## config.mk

```make
export PLATFORM = sky130hd
export DESIGN_NAME = mem_access_unit_flat
export DESIGN_NICKNAME = d
export VERILOG_FILES = /design/src/rtl/mem_access_unit_if.sv /design/src/rtl/mem_access_unit.sv /design/src/flat_wrapper.sv
export SDC_FILE = /design/constraint.sdc
export NUM_CORES = 1
export LEC_CHECK = 0
export ABC_AREA = 1
export ABC_CLOCK_PERIOD_IN_PS = 2100
export CORE_MARGIN = 2
export CORE_UTILIZATION = 45
export DETAILED_ROUTE_END_ITERATION = 8
export PLACE_DENSITY = 0.85
export SKIP_LAST_GASP = 1
export SLEW_MARGIN = 20
export SYNTH_ARGS = -nofsm -noshare
export SYNTH_HDL_FRONTEND = slang
export SYNTH_SLANG_ARGS = --single-unit
```

## constraint.sdc

```tcl
create_clock -name clk -period 2.1 [get_ports clk]
set_input_delay 0.315 -clock clk [delete_from_list [all_inputs] [get_ports clk]]
set_output_delay 0.315 -clock clk [all_outputs]
set_load 0.01 [all_outputs]
```

## src/rtl/mem_access_unit_if.sv

```systemverilog
// Data-memory request/response bus between the MEM-stage controller and memory.
// master: the access unit (drives the request); slave: the memory model.
interface mem_access_unit_if #(parameter int ADDR_W = 32);
  logic              mem_req;
  logic              mem_we;
  logic [ADDR_W-1:0] mem_addr;
  logic [3:0]        mem_be;
  logic [31:0]       mem_wdata;
  logic              mem_ready;
  logic [31:0]       mem_rdata;

  modport master (output mem_req, mem_we, mem_addr, mem_be, mem_wdata,
                  input  mem_ready, mem_rdata);
  modport slave  (input  mem_req, mem_we, mem_addr, mem_be, mem_wdata,
                  output mem_ready, mem_rdata);
endinterface

```

## src/rtl/mem_access_unit.sv

```systemverilog
// MEM-stage data-memory controller. Non-memory ops pass straight through to
// MEM_WB; loads/stores go out on a req/ready bus while the pipeline is stalled.
// Optional macro MEM_TIMEOUT_EN adds a REQ watchdog and a `timeout` pulse port.
module mem_access_unit #(
  parameter int ADDR_W         = 32,
  parameter int TIMEOUT_CYCLES = 255
) (
  input  logic        clk,
  input  logic        reset_n,
  mem_access_unit_if.master mem,
  input  logic        validIN,
  input  logic        MemReadIN,
  input  logic        MemWriteIN,
  input  logic [1:0]  SizeIN,
  input  logic        SignedIN,
  input  logic [31:0] ALU_IN,
  input  logic [31:0] StoreDataIN,
  input  logic [4:0]  DestinoIN,
  input  logic        MemtoRegIN,
  input  logic        RegWriteIN,
  input  logic        finIN,
  output logic        stall,
  output logic        misaligned,
  output logic [31:0] dataOUT,
  output logic [31:0] ALU_OUT,
  output logic [4:0]  DestinoOUT,
  output logic        MemtoRegOUT,
  output logic        RegWriteOUT,
`ifdef MEM_TIMEOUT_EN
  output logic        timeout,
`endif
  output logic        finOUT
);

  typedef enum logic [1:0] {IDLE, REQ, RESP} state_t;
  state_t state;

  logic [31:0]       dataReg, capAlu;
  logic [4:0]        capDest;
  logic [1:0]        capSize;
  logic              capSigned, capLoad, capMemtoReg, capRegWrite, capFin;
  logic              access, aligned;
  logic [ADDR_W-1:0] addrFull;
  logic [3:0]        beNext;
  logic [31:0]       wdataNext;

`ifdef MEM_TIMEOUT_EN
  localparam int CLOG = $clog2(TIMEOUT_CYCLES + 1);
  localparam int CNT_W = (CLOG < 8) ? 8 : ((CLOG > 32) ? 32 : CLOG);
  logic [CNT_W-1:0] cnt;
`endif

  assign access   = validIN & (MemReadIN | MemWriteIN);
  assign addrFull = ADDR_W'(ALU_IN);

  // Size 11 is reserved and behaves as a word access.
  function automatic logic [31:0] loadExt(input logic [31:0] w, input logic [1:0] off,
                                          input logic [1:0] sz, input logic sgn);
    logic [7:0]  b;
    logic [15:0] h;
    b = w[{off, 3'b000} +: 8];
    h = off[1] ? w[31:16] : w[15:0];
    case (sz)
      2'b00:   return {{24{sgn & b[7]}}, b};
      2'b01:   return {{16{sgn & h[15]}}, h};
      default: return w;
    endcase
  endfunction

  // Alignment check plus byte-enable / lane-shifted store data for the access
  always_comb begin
    aligned   = 1'b1;
    beNext    = 4'b1111;
    wdataNext = StoreDataIN;
    case (SizeIN)
      2'b00: begin
        beNext    = 4'b0001 << ALU_IN[1:0];
        wdataNext = {24'h0, StoreDataIN[7:0]} << {ALU_IN[1:0], 3'b000};
      end
      2'b01: begin
        aligned   = ~ALU_IN[0];
        beNext    = ALU_IN[1] ? 4'b1100 : 4'b0011;
        wdataNext = ALU_IN[1] ? {StoreDataIN[15:0], 16'h0} : {16'h0, StoreDataIN[15:0]};
      end
      default: aligned = (ALU_IN[1:0] == 2'b00);
    endcase
  end

  // Request FSM: captures the instruction, owns the memory bus, holds load data
  always_ff @(posedge clk or negedge reset_n) begin
    if (!reset_n) begin
      state         <= IDLE;
      mem.mem_req   <= 1'b0;
      mem.mem_we    <= 1'b0;
      mem.mem_addr  <= '0;
      mem.mem_be    <= '0;
      mem.mem_wdata <= '0;
      dataReg       <= '0;
      capAlu        <= '0;
      capDest       <= '0;
      capSize       <= '0;
      capSigned     <= 1'b0;
      capLoad       <= 1'b0;
      capMemtoReg   <= 1'b0;
      capRegWrite   <= 1'b0;
      capFin        <= 1'b0;
`ifdef MEM_TIMEOUT_EN
      cnt           <= '0;
      timeout       <= 1'b0;
`endif
    end else begin
`ifdef MEM_TIMEOUT_EN
      timeout <= 1'b0;
`endif
      case (state)
        IDLE: if (access && aligned) begin
          mem.mem_req   <= 1'b1;
          mem.mem_we    <= MemWriteIN;
          mem.mem_addr  <= {addrFull[ADDR_W-1:2], 2'b00};
          mem.mem_be    <= beNext;
          mem.mem_wdata <= wdataNext;
          dataReg       <= '0;
          capAlu        <= ALU_IN;
          capDest       <= DestinoIN;
          capSize       <= SizeIN;
          capSigned     <= SignedIN;
          capLoad       <= MemReadIN & ~MemWriteIN;
          capMemtoReg   <= MemtoRegIN;
          capRegWrite   <= RegWriteIN;
          capFin        <= finIN;
`ifdef MEM_TIMEOUT_EN
          cnt           <= '0;
`endif
          state         <= REQ;
        end
        REQ: if (mem.mem_ready) begin
          mem.mem_req <= 1'b0;
          dataReg     <= capLoad ? loadExt(mem.mem_rdata, capAlu[1:0], capSize, capSigned) : 32'h0;
          state       <= RESP;
        end
`ifdef MEM_TIMEOUT_EN
        // cnt counts completed waiting cycles; this cycle makes it TIMEOUT_CYCLES
        else if (cnt == CNT_W'(TIMEOUT_CYCLES - 1)) begin
          mem.mem_req <= 1'b0;
          capRegWrite <= 1'b0;
          dataReg     <= '0;
          timeout     <= 1'b1;
          state       <= RESP;
        end else begin
          cnt <= cnt + 1'b1;
        end
`endif
        RESP:    state <= IDLE;
        default: state <= IDLE;
      endcase
    end
  end

  // MEM_WB-facing outputs: passthrough in IDLE, bubble in REQ, captured op in RESP
  always_comb begin
    dataOUT     = '0;
    ALU_OUT     = ALU_IN;
    DestinoOUT  = DestinoIN;
    MemtoRegOUT = 1'b0;
    RegWriteOUT = 1'b0;
    finOUT      = 1'b0;
    stall       = 1'b0;
    misaligned  = 1'b0;
    if (!reset_n) begin
      ALU_OUT    = '0;
      DestinoOUT = '0;
    end else begin
      case (state)
        IDLE: if (validIN) begin
          if (!access) begin
            MemtoRegOUT = MemtoRegIN;
            RegWriteOUT = RegWriteIN;
            finOUT      = finIN;
          end else if (!aligned) begin
            misaligned = 1'b1;
            finOUT     = finIN;
          end else begin
            stall = 1'b1;
          end
        end
        REQ: begin
          stall      = 1'b1;
          ALU_OUT    = capAlu;
          DestinoOUT = capDest;
        end
        RESP: begin
          dataOUT     = dataReg;
          ALU_OUT     = capAlu;
          DestinoOUT  = capDest;
          MemtoRegOUT = capMemtoReg;
          RegWriteOUT = capRegWrite;
          finOUT      = capFin;
        end
        default: ;
      endcase
    end
  end

endmodule

```

## src/flat_wrapper.sv

```systemverilog
// flat-port wrapper written by rule: the top's interface ports become plain ports
module mem_access_unit_flat 
#(
  parameter int ADDR_W         = 32,
  parameter int TIMEOUT_CYCLES = 255
)
  (clk, reset_n, validIN, MemReadIN, MemWriteIN, SizeIN, SignedIN, ALU_IN, StoreDataIN, DestinoIN, MemtoRegIN, RegWriteIN, finIN, stall, misaligned, dataOUT, ALU_OUT, DestinoOUT, MemtoRegOUT, RegWriteOUT, finOUT, mem_mem_req, mem_mem_we, mem_mem_addr, mem_mem_be, mem_mem_wdata, mem_mem_ready, mem_mem_rdata);
  mem_access_unit_if #(.ADDR_W(ADDR_W)) mem_i ();
  input  logic clk;
  input  logic reset_n;
  input  logic validIN;
  input  logic MemReadIN;
  input  logic MemWriteIN;
  input  logic [1:0] SizeIN;
  input  logic SignedIN;
  input  logic [31:0] ALU_IN;
  input  logic [31:0] StoreDataIN;
  input  logic [4:0] DestinoIN;
  input  logic MemtoRegIN;
  input  logic RegWriteIN;
  input  logic finIN;
  output logic stall;
  output logic misaligned;
  output logic [31:0] dataOUT;
  output logic [31:0] ALU_OUT;
  output logic [4:0] DestinoOUT;
  output logic MemtoRegOUT;
  output logic RegWriteOUT;
  output logic finOUT;
  output wire logic [$bits(mem_i.mem_req)-1:0] mem_mem_req;
  output wire logic [$bits(mem_i.mem_we)-1:0] mem_mem_we;
  output wire logic [$bits(mem_i.mem_addr)-1:0] mem_mem_addr;
  output wire logic [$bits(mem_i.mem_be)-1:0] mem_mem_be;
  output wire logic [$bits(mem_i.mem_wdata)-1:0] mem_mem_wdata;
  input wire logic [$bits(mem_i.mem_ready)-1:0] mem_mem_ready;
  input wire logic [$bits(mem_i.mem_rdata)-1:0] mem_mem_rdata;
  assign mem_mem_req = mem_i.mem_req;
  assign mem_mem_we = mem_i.mem_we;
  assign mem_mem_addr = mem_i.mem_addr;
  assign mem_mem_be = mem_i.mem_be;
  assign mem_mem_wdata = mem_i.mem_wdata;
  assign mem_i.mem_ready = mem_mem_ready;
  assign mem_i.mem_rdata = mem_mem_rdata;
  mem_access_unit #(.ADDR_W(ADDR_W), .TIMEOUT_CYCLES(TIMEOUT_CYCLES)) u_core (.clk(clk), .reset_n(reset_n), .mem(mem_i), .validIN(validIN), .MemReadIN(MemReadIN), .MemWriteIN(MemWriteIN), .SizeIN(SizeIN), .SignedIN(SignedIN), .ALU_IN(ALU_IN), .StoreDataIN(StoreDataIN), .DestinoIN(DestinoIN), .MemtoRegIN(MemtoRegIN), .RegWriteIN(RegWriteIN), .finIN(finIN), .stall(stall), .misaligned(misaligned), .dataOUT(dataOUT), .ALU_OUT(ALU_OUT), .DestinoOUT(DestinoOUT), .MemtoRegOUT(MemtoRegOUT), .RegWriteOUT(RegWriteOUT), .finOUT(finOUT));
endmodule
```

==> results of run 1 <==
[metrics by stage]
step                      power (W)  hold WS [ns]  cells  setup WS (ns)  instance area (um2)
after global routing         0.0144         0.317   1361         -0.118                 9900
final                        0.0136         0.303   1361        -0.0425                 9900
after detailed placement     0.0103         0.156   1318         -0.311                 9320
after global placement       0.0102         0.156   1318         -0.288                 9320
after floorplan             0.00741        0.0194    915          0.310                 6600
after CTS                    0.0134         0.291   1357         -0.140                 9940
[cell type report]
cell class,count,share of cell area (%)
inverter,102,4.02
sequential,116,29.3
tap,184,2.33
clock buffer,24,4.97
multi-input combinational,618,30.0
clock inverter,5,0.759
timing repair buffer,312,28.5
[placed cells by master (no fill, tap or decap), types with 3 or more instances in the layout]
cell type        instances
clkbuf_8                 4
clkbuf_16               18
or2_2                   14
inv_2                    7
dfrtp_1                116
dlygate4sd2_1            3
nor2_1                  34
o21ai_2                 18
dlygate4sd3_1            4
nand2_1                289
buf_2                   44
a21oi_1                 44
nand3_1                 63
inv_1                   93
nor2_2                  11
nand2_2                 25
clkbuf_1                 3
clkbuf_2                28
clkinv_2                 3
buf_4                   36
buf_6                    4
clkdlybuf4s50_1        177
nand2_4                  3
buf_12                  13
o21ai_0                 75
o21ai_1                 23
[cells in the mapped netlist, types with 3 or more instances]
library cell    n  area share, %
dfrtp_1       116             44
buf_2          19            1.4
buf_4          33            3.8
o21ai_1        10           0.76
nand3_1        63            4.8
ha_1            3           0.57
inv_1          95            5.4
nor2_2          3           0.28
nand2_1       290             16
or2_2          14            1.3
clkbuf_1       22            1.3
nor2_1         42            2.4
o21ai_0       107            8.1
a21oi_1        45            3.4
inv_2           5           0.28
nand2_2        25            2.4
[cell families (layout without fill, tap and decap cells)]
| kind of cell | Yosys count | count (layout) | share of synthesized area, % |
|---|---|---|---|
| other | 1 | 2 | 0.0568 |
| AOI/OAI and AO/OA | 168 | 168 | 13.1 |
| adders and majority gates | 3 | 3 | 0.569 |
| buffers and inverters | 181 | 443 | 13.3 |
| and+or+nand+nor | 445 | 445 | 28.9 |
| DFF | 116 | 116 | 44.0 |
[registers in the layout (all words and copies together), names as in the netlist, 2 cells and up]
name and cells:
u_core.capDest 5, u_core.state 2, u_core.capAlu 32, u_core.mem.mem_wdata 32, u_core.dataReg 32, u_core.capSize 2, u_core.mem.mem_be 4
[how the worst max path moves through the flow]
stage,from,to,slack [ns],cells past startpoint
global placement,MemWriteIN,MemtoRegOUT,-0.29,6
detailed placement,MemWriteIN,MemtoRegOUT,-0.31,6
floorplan,u_core.state[0]$_DFFE_PN0P_,stall,0.31,6
CTS,u_core.state[1]$_DFFE_PN0P_,MemtoRegOUT,-0.14,8
finish,u_core.state[1]$_DFFE_PN0P_,ALU_OUT[15],-0.04,8
global route,u_core.state[0]$_DFFE_PN0P_,ALU_OUT[2],-0.12,8
[power breakdown]
part	switching [W]	internal [W]	total, W
Clock	0.000988	0.00184	0.00283
Combinational	0.00359	0.00325	0.00683
Sequential	0.000735	0.00321	0.00395
[timing repair]
action	4_1_cts	5_1_grt
gates cloned	1	2
hold buffers	5	0
pin swaps	1	4
setup endpoints to repair	74	64
gates resized for setup	248	99
hold endpoints to repair	57	0
buffers inserted	4	3
[layer usage]
layer / GRT usage [%] / wire, um / share of wire (%)
met2: 45.0 / 10600 / 49
met1: 33.7 / 8810 / 40
met3: 7.66 / 1850 / 8.5
met4: 10.2 / 554 / 2.5
met5: 0 / 0 / 0
==> qor.csv, run 1 <==
metric,value,unit
data arrival time of the worst path,1.83,ns
Mean Syn Cell Area,7.22,um2
setup TNS,-0.186,ns
fin nets,1283,
Worst Setup Start Kind,register,
HP Class,primary input to asynchronous set/reset pin,
worst r2r src,u_core.state[1]$_DFFE_PN0P_,
slew of the pin with the lowest slew margin,0.908,ns
WP buf/inv,5,
status,"finished, violations left",
synthesis-stage register bit count,116,
"Critical Path, Cell by Cell",inv_2 > ha_4 > clkinv_8 > buf_12 > buf_4 > o21ai_2 > a21oi_1 > buf_2,
MaxCap Viol Count,0,
Max Slew Vio Count,0,
RR Endpoint,u_core.mem.mem_wdata[26]$_DFFE_PN0P_,
Post-Syn Instances,914,
"Primary FF master, synth",dfrtp_1,
layout cells sized above 1,20.8,%
Clock Path Buffers,2,
cell family with most CP delay,buffers and inverters,
Root Driver,clkbuf_16,
flop2flop setup slack,0.18,ns
GPL Wtd Cong,0.875,
FMAX,467,MHz
number of synthesized flops with an enable pin,0,
Total GRT Usage,27.1,%
CTS buffer count,17,
die height,125,um
Clock Pin Slew Worst Setup and Hold Paths,0.05,ns
P&R area growth vs syn,50.0,%
register area share after synthesis,44.0,%
via count normalized by instance count,5.13,
WL final,21.8,mm
CTS tree,built,
register area,2900,um2
Avg WL per Cell,16.0,um
die width,125,um
Worst path max stage delay,0.37,ns
# DRC,0,
RSZ-0062 raised after global routing,yes,
vias,6988,
Yosys Warn Count,0,
Antenna Cells,0,
Required @ worst endpoint,1.78,ns
Iteration-0 DRC Markers,526,
Clock H-tree levels,4,
vias in the first global route,6716,
PwrDens,1380,nW/um2
post-synthesis cell area,6600,um2
antenna violations before repair,0,
# fillers,1174,
Critical-path top delay cell,dfrtp_1,
failing checks,negative setup slack,
Synth cell types,33,
Final period util,102,%
Final setup violation count,11,
Initial Util,45.7,%
Worst setup EP type,output pin,
Post-synth ARST share,100,%
R2R depth,7,
HPWL Detailed,14.8,mm
ANT nets after route,0,
Rel. slew slack,39.2,%
FP Rows,44,
final critical-path required period,2.14,ns
Multi-input gate area,2970,um2
Clock Latency Late Sink,0.42,ns
IO Pins,257,
"critical path fanouts, max",7,
peak supply drop,0.806,mV
first-pass GRT wire length,34.0,mm
PortBufs,254,
setup ws final,-0.0425,ns
First-pass DRT Iterations,6,
core area,14400,um2
CTS Sinks,116,
largest net degree at the start of global routing,80,
Worst Clk Skew,0.00719,ns
CP Class,register to output pin,
"Remaining Overflow, GRT",0,
die footprint,15600,um2
fin util,68.6,%
leak pwr,4.89,nW
Final Hold Vio Count,0,
Note: power is estimated with default switching activity, not from simulation.
==> run 2, diff against run 1 <==
GPL_ROUTABILITY_DRIVEN = 0   (was not set)
GPL_TIMING_DRIVEN = 0   (was not set)
==> run 2 against run 1 <==
  * The run still ends with negative setup slack left
  * Setup slack lost 0.031 ns
  * Cell count grew 3.5%
  * Fmax shrank 1.4%
  * Critical endpoint is now DestinoOUT[0]
  * Non-clock buffer count grew 47
  * Core utilization grew 2.5 points
  * Highest routed layer unchanged
  * Register-to-register slack gained 0.03 ns
  * Wire length grew 7.6%
==> qor.csv, run 2 (synthesis results as in run 1) <==
metric,value,unit,change
status,"finished, violations left",,
failing checks,negative setup slack,,
vias,7369,,+5.5%
HP Class,primary input to register,,
Clock Path Buffers,2,,unchanged
RSZ-0062 raised after global routing,yes,,
CP Class,register to output pin,,
peak supply drop,0.824,mV,+2.3%
data arrival time of the worst path,1.86,ns,+0.03 ns
R2R depth,11,,+4
"Remaining Overflow, GRT",0,,unchanged
die footprint,15600,um2,unchanged
PortBufs,254,,unchanged
Avg WL per Cell,16.7,um,+4.0%
CTS buffer count,17,,unchanged
Clock H-tree levels,4,,unchanged
Final Power,0.0141,W,+3.6%
MaxCap Viol Count,0,,unchanged
P&R area growth vs syn,55.4,%,
setup ws final,-0.0735,ns,-0.0311 ns
flop2flop setup slack,0.21,ns,+0.03 ns
FP Rows,44,,unchanged
# DRC,0,,unchanged
Total GRT Usage,29.3,%,+2.2 points
# fillers,1163,,-0.94%
die height,125,um,unchanged
die width,125,um,unchanged
biggest regs,"u_core.capAlu (32), u_core.dataReg (32), u_core.mem.mem_wdata (32)",,
antenna violations before repair,0,,unchanged
Required @ worst endpoint,1.78,ns,about the same
RR Endpoint,u_core.dataReg[21]$_DFFE_PN0P_,,
Antenna Cells,0,,unchanged
hold path startpoint,MemWriteIN,,
Rel. slew slack,53.7,%,+14 points
final critical-path required period,2.17,ns,+0.0311 ns
most frequent cells in the layout,"289 x nand2_1, 176 x clkdlybuf4s50_1, 116 x dfrtp_1",,
"commonest non-fill, non-tap cell in the layout",nand2_1,,
WL final,23.5,mm,+7.6%
Clock Latency Late Sink,0.41,ns,about the same
CTS Sinks,116,,unchanged
Clock Pin Slew Worst Setup and Hold Paths,0.05,ns,about the same
HPWL Detailed,16.4,mm,+11%
Worst Clk Skew,0.00615,ns,-0.00103 ns
layout cells sized above 1,22.1,%,+1.3 points
Initial Util,45.7,%,unchanged
largest net degree at the start of global routing,31,,-61%
fin util,71.1,%,+2.5 points
slew of the pin with the lowest slew margin,0.692,ns,-0.216 ns
PwrDens,1380,nW/um2,about the same
Root Driver,clkbuf_16,,
cell area after layout,10200,um2,+3.6%
Final setup violation count,20,,+9
IO Pins,257,,unchanged
Max Slew Vio Count,0,,unchanged
ANT nets after route,0,,unchanged
Worst Hold Path EP,u_core.mem.mem_we$_DFFE_PN0P_,,
Worst setup EP type,output pin,,
worst r2r src,u_core.state[1]$_DFFE_PN0P_,,
Final Hold Vio Count,0,,unchanged
core area,14400,um2,unchanged
dpl ws,-1.04,ns,-0.730 ns
dpl cell area,9400,um2,+0.87%
via count normalized by instance count,5.23,,+1.9%
"critical path fanouts, max",10,,+3
CTS tree,built,,
fin nets,1330,,+3.7%
Final period util,104,%,+1.5 points
FMAX,460,MHz,-1.4%
leak pwr,5.11,nW,+4.5%
first-pass GRT wire length,36.5,mm,+7.4%
setup TNS,-0.443,ns,-0.257 ns
vias in the first global route,7083,,+5.5%
First-pass DRT Iterations,5,,-1
Iteration-0 DRC Markers,607,,+15%
hold depth,3,,
Worst Setup Start Kind,register,,
[run 2: what timing repair did]
item                       in CTS  in global routing
hold buffers                    7                  0
resized for setup             276                 93
setup endpoints to repair      74                 64
pin swaps                       4                  3
hold endpoints to repair       86                  0
cloned                          3                  1
buffers inserted               11                  5
[run 2: final cells by class]
type	instances	area, um2	area share, %
flip-flops and latches	116	2900	28.3
well taps	184	230	2.25
clock buffers	24	482	4.70
plain buffers	77	614	5.99
inverters	102	398	3.88
clock inverters	5	52.6	0.513
multi-input cells	618	3000	29.2
repair buffers	282	2570	25.1
[run 2: how the worst max path moves through the flow]
stage	endpoint	slack, ns	cells after the start	start
final	DestinoOUT[0]	-0.07	7	u_core.state[0]$_DFFE_PN0P_
after global routing	ALU_OUT[30]	-0.11	8	u_core.state[0]$_DFFE_PN0P_
after CTS	ALU_OUT[21]	-0.14	7	u_core.state[0]$_DFFE_PN0P_
after detailed placement	ALU_OUT[21]	-1.04	7	reset_n
after global placement	dataOUT[18]	-5.05	5	reset_n
after floorplan	stall	0.31	6	u_core.state[0]$_DFFE_PN0P_
[run 2: where the power goes]
| group | leakage, nW | internal, W | total (W) | switching, W |
|---|---|---|---|---|
| Clock | 0.262 | 0.00169 | 0.00266 | 0.000967 |
| Sequential | 1.48 | 0.00321 | 0.00394 | 0.000725 |
| Combinational | 3.37 | 0.00368 | 0.00750 | 0.00382 |
| Total | 5.11 | 0.00858 | 0.0141 | 0.00552 |
[run 2: metrics by stage]
stage          hold slack (ns)  std cells
3_3_place_gp             0.461       1353
3_5_place_dp             0.334       1354
2_1_floorplan           0.0194        915
6_report                 0.387       1408
4_1_cts                  0.371       1403
5_1_grt                  0.403       1408
[run 2: worst max-delay path, cell delays in order, from the launching register on]
cell      delay (ns)
dfrtp_1         0.36
inv_2           0.08
ha_4            0.32
clkinv_8        0.08
buf_8           0.13
clkbuf_8        0.17
a21oi_1         0.15
buf_2           0.17
[run 2: routing by layer]
layer  global-route usage, %  vias up  wire (um)
met3                    8.77       73       2340
met5                       0        -          0
li1                        -     3447          -
met2                    47.5      441      11200
met1                    36.6     3408       9070
met4                    12.5        0        912
==> run 3, diff against run 2 <==
PLACE_DENSITY = 0.82   (was 0.85)
==> run 3 against run 2 <==
  * The run still ends with negative setup slack left
  * Flip-flop and latch count unchanged
  * Setup slack worse by 0.0089 ns
  * Clock power up 7%
  * Via count down 1.6%
  * Sequential power about the same
  * Largest cell class unchanged
  * Highest routed layer unchanged
==> qor.csv, run 3 (synthesis results as in run 1) <==
metric,value,unit,change
Max Slew Vio Count,0,,unchanged
fin nets,1332,,+0.15%
slew of the pin with the lowest slew margin,0.951,ns,+0.259 ns
vias in the first global route,6880,,-2.9%
RR Endpoint,u_core.dataReg[24]$_DFFE_PN0P_,,
failing checks,negative setup slack,,
MaxCap Viol Count,0,,unchanged
cell family with most CP delay,buffers and inverters,,
ANT nets after route,0,,unchanged
cell area after layout,10300,um2,+0.50%
data arrival time of the worst path,1.87,ns,about the same
layout cells sized above 1,23.9,%,+1.8 points
core area,14400,um2,unchanged
leak pwr,5.12,nW,+0.15%
Antenna Cells,0,,unchanged
die height,125,um,unchanged
fin util,71.4,%,+0.36 points
Clock Pin Slew Worst Setup and Hold Paths,0.05,ns,about the same
Root Driver,clkbuf_16,,
Critical-path top delay cell,dfrtp_1,,
Avg WL per Cell,16.5,um,-0.84%
PortBufs,254,,unchanged
first-pass GRT wire length,35.8,mm,-2.1%
CP Class,register to output pin,,
Clock H-tree levels,4,,unchanged
Crit path depth,8,,+1
# DRC,0,,unchanged
via count normalized by instance count,5.13,,-1.9%
peak supply drop,0.732,mV,-11%
HP Class,primary input to asynchronous set/reset pin,,
dpl cell area,9400,um2,unchanged
Required @ worst endpoint,1.78,ns,about the same
vias,7254,,-1.6%
worst r2r src,u_core.state[0]$_DFFE_PN0P_,,
FMAX,458,MHz,-0.41%
WL final,23.4,mm,-0.49%
setup ws final,-0.0824,ns,-0.00889 ns
antenna violations before repair,0,,unchanged
FP Rows,44,,unchanged
First-pass DRT Iterations,7,,+2
Final setup violation count,20,,unchanged
"Remaining Overflow, GRT",0,,unchanged
Worst Clk Skew,0.00773,ns,+0.00158 ns
CP endpoint,ALU_OUT[31],,
P&R area growth vs syn,56.1,%,
CTS Sinks,116,,unchanged
HPWL Detailed,16.3,mm,-0.64%
"commonest non-fill, non-tap cell in the layout",nand2_1,,
Final period util,104,%,+0.42 points
Worst Setup Start Kind,register,,
die footprint,15600,um2,unchanged
Initial Util,45.7,%,unchanged
die width,125,um,unchanged
Worst setup EP type,output pin,,
"critical path fanouts, max",5,,-5
IO Pins,257,,unchanged
Worst path max stage delay,0.37,ns,about the same
final critical-path required period,2.18,ns,+0.00889 ns
most frequent cells in the layout,"289 x nand2_1, 177 x clkdlybuf4s50_1, 116 x dfrtp_1",,
largest net degree at the start of global routing,42,,+35%
Total GRT Usage,28.9,%,-0.40 points
Clock Latency Late Sink,0.41,ns,about the same
biggest regs,"u_core.capAlu (32), u_core.dataReg (32), u_core.mem.mem_wdata (32)",,
CTS buffer count,17,,unchanged
flop2flop setup slack,0.18,ns,-0.03 ns
WP buf/inv,5,,unchanged
"Critical Path, Cell by Cell",inv_2 > ha_4 > clkinv_8 > buf_12 > clkbuf_16 > o21ai_2 > a21oi_2 > buf_2,,
Final Hold Vio Count,0,,unchanged
Iteration-0 DRC Markers,493,,-19%
status,"finished, violations left",,
Clock Path Buffers,2,,unchanged
Rel. slew slack,36.4,%,-17 points
PwrDens,1400,nW/um2,+1.5%
CTS tree,built,,
R2R depth,12,,+1
RSZ-0062 raised after global routing,yes,,
CP startpoint,u_core.state[0]$_DFFE_PN0P_,,
==> run 3: metrics by stage <==
stage	total power [W]	hold WS, ns	worst slack (ns)	setup TNS [ns]	cells
global placement	0.0105	0.463	-5.12	-821.98	1353
global route	0.0152	0.0266	-0.142	-3.08	1413
detailed placement	0.0106	0.267	-0.966	-41.20	1354
finish	0.0144	0.0262	-0.0824	-0.816	1413
CTS	0.0140	0.0220	-0.186	-1.81	1406
floorplan	0.00741	0.0194	0.310	0	915
==> run 3: repair_timing <==
item,4_1_cts,5_1_grt
hold buffers,5,0
hold endpoints to repair,41,0
setup buffers,13,7
pin swaps,4,4
resized for setup,279,110
setup endpoints to repair,74,70
gates cloned,3,1
==> run 3: area by class of cell <==
cell class,count,area (um2)
fill,1166,4120
multi-input combinational,618,3000
sequential,116,2900
timing repair buffer,284,2550
buffer,77,637
clock buffer,22,474
inverter,102,398
tap,184,230
clock inverter,10,105
==> run 3: power by group <==
group | switching, W | internal, W | total, W
sequential | 0.000728 | 0.00321 | 0.00394
clock | 0.00101 | 0.00182 | 0.00284
combinational | 0.00380 | 0.00381 | 0.00761
==> run 3: routing by layer <==
metal,global-route usage (%),vias up,wire length [um]
met1,36.4,3370,9390
met2,46.5,370,11100
li1,-,3450,-
met4,11.5,0,754
met5,0,-,0
met3,9.20,64,2160
==> run 3: worst min path at each step <==
stage,endpoint,startpoint,depth (start not counted)
after global placement,u_core.dataReg[0]$_DFFE_PN0P_,u_core.dataReg[0]$_DFFE_PN0P_,2
after global routing,u_core.dataReg[10]$_DFFE_PN0P_,reset_n,2
after detailed placement,u_core.capAlu[10]$_DFFE_PN0P_,reset_n,1
after CTS,u_core.dataReg[23]$_DFFE_PN0P_,reset_n,2
final,u_core.dataReg[10]$_DFFE_PN0P_,reset_n,2
after floorplan,u_core.capAlu[0]$_DFFE_PN0P_,reset_n,0
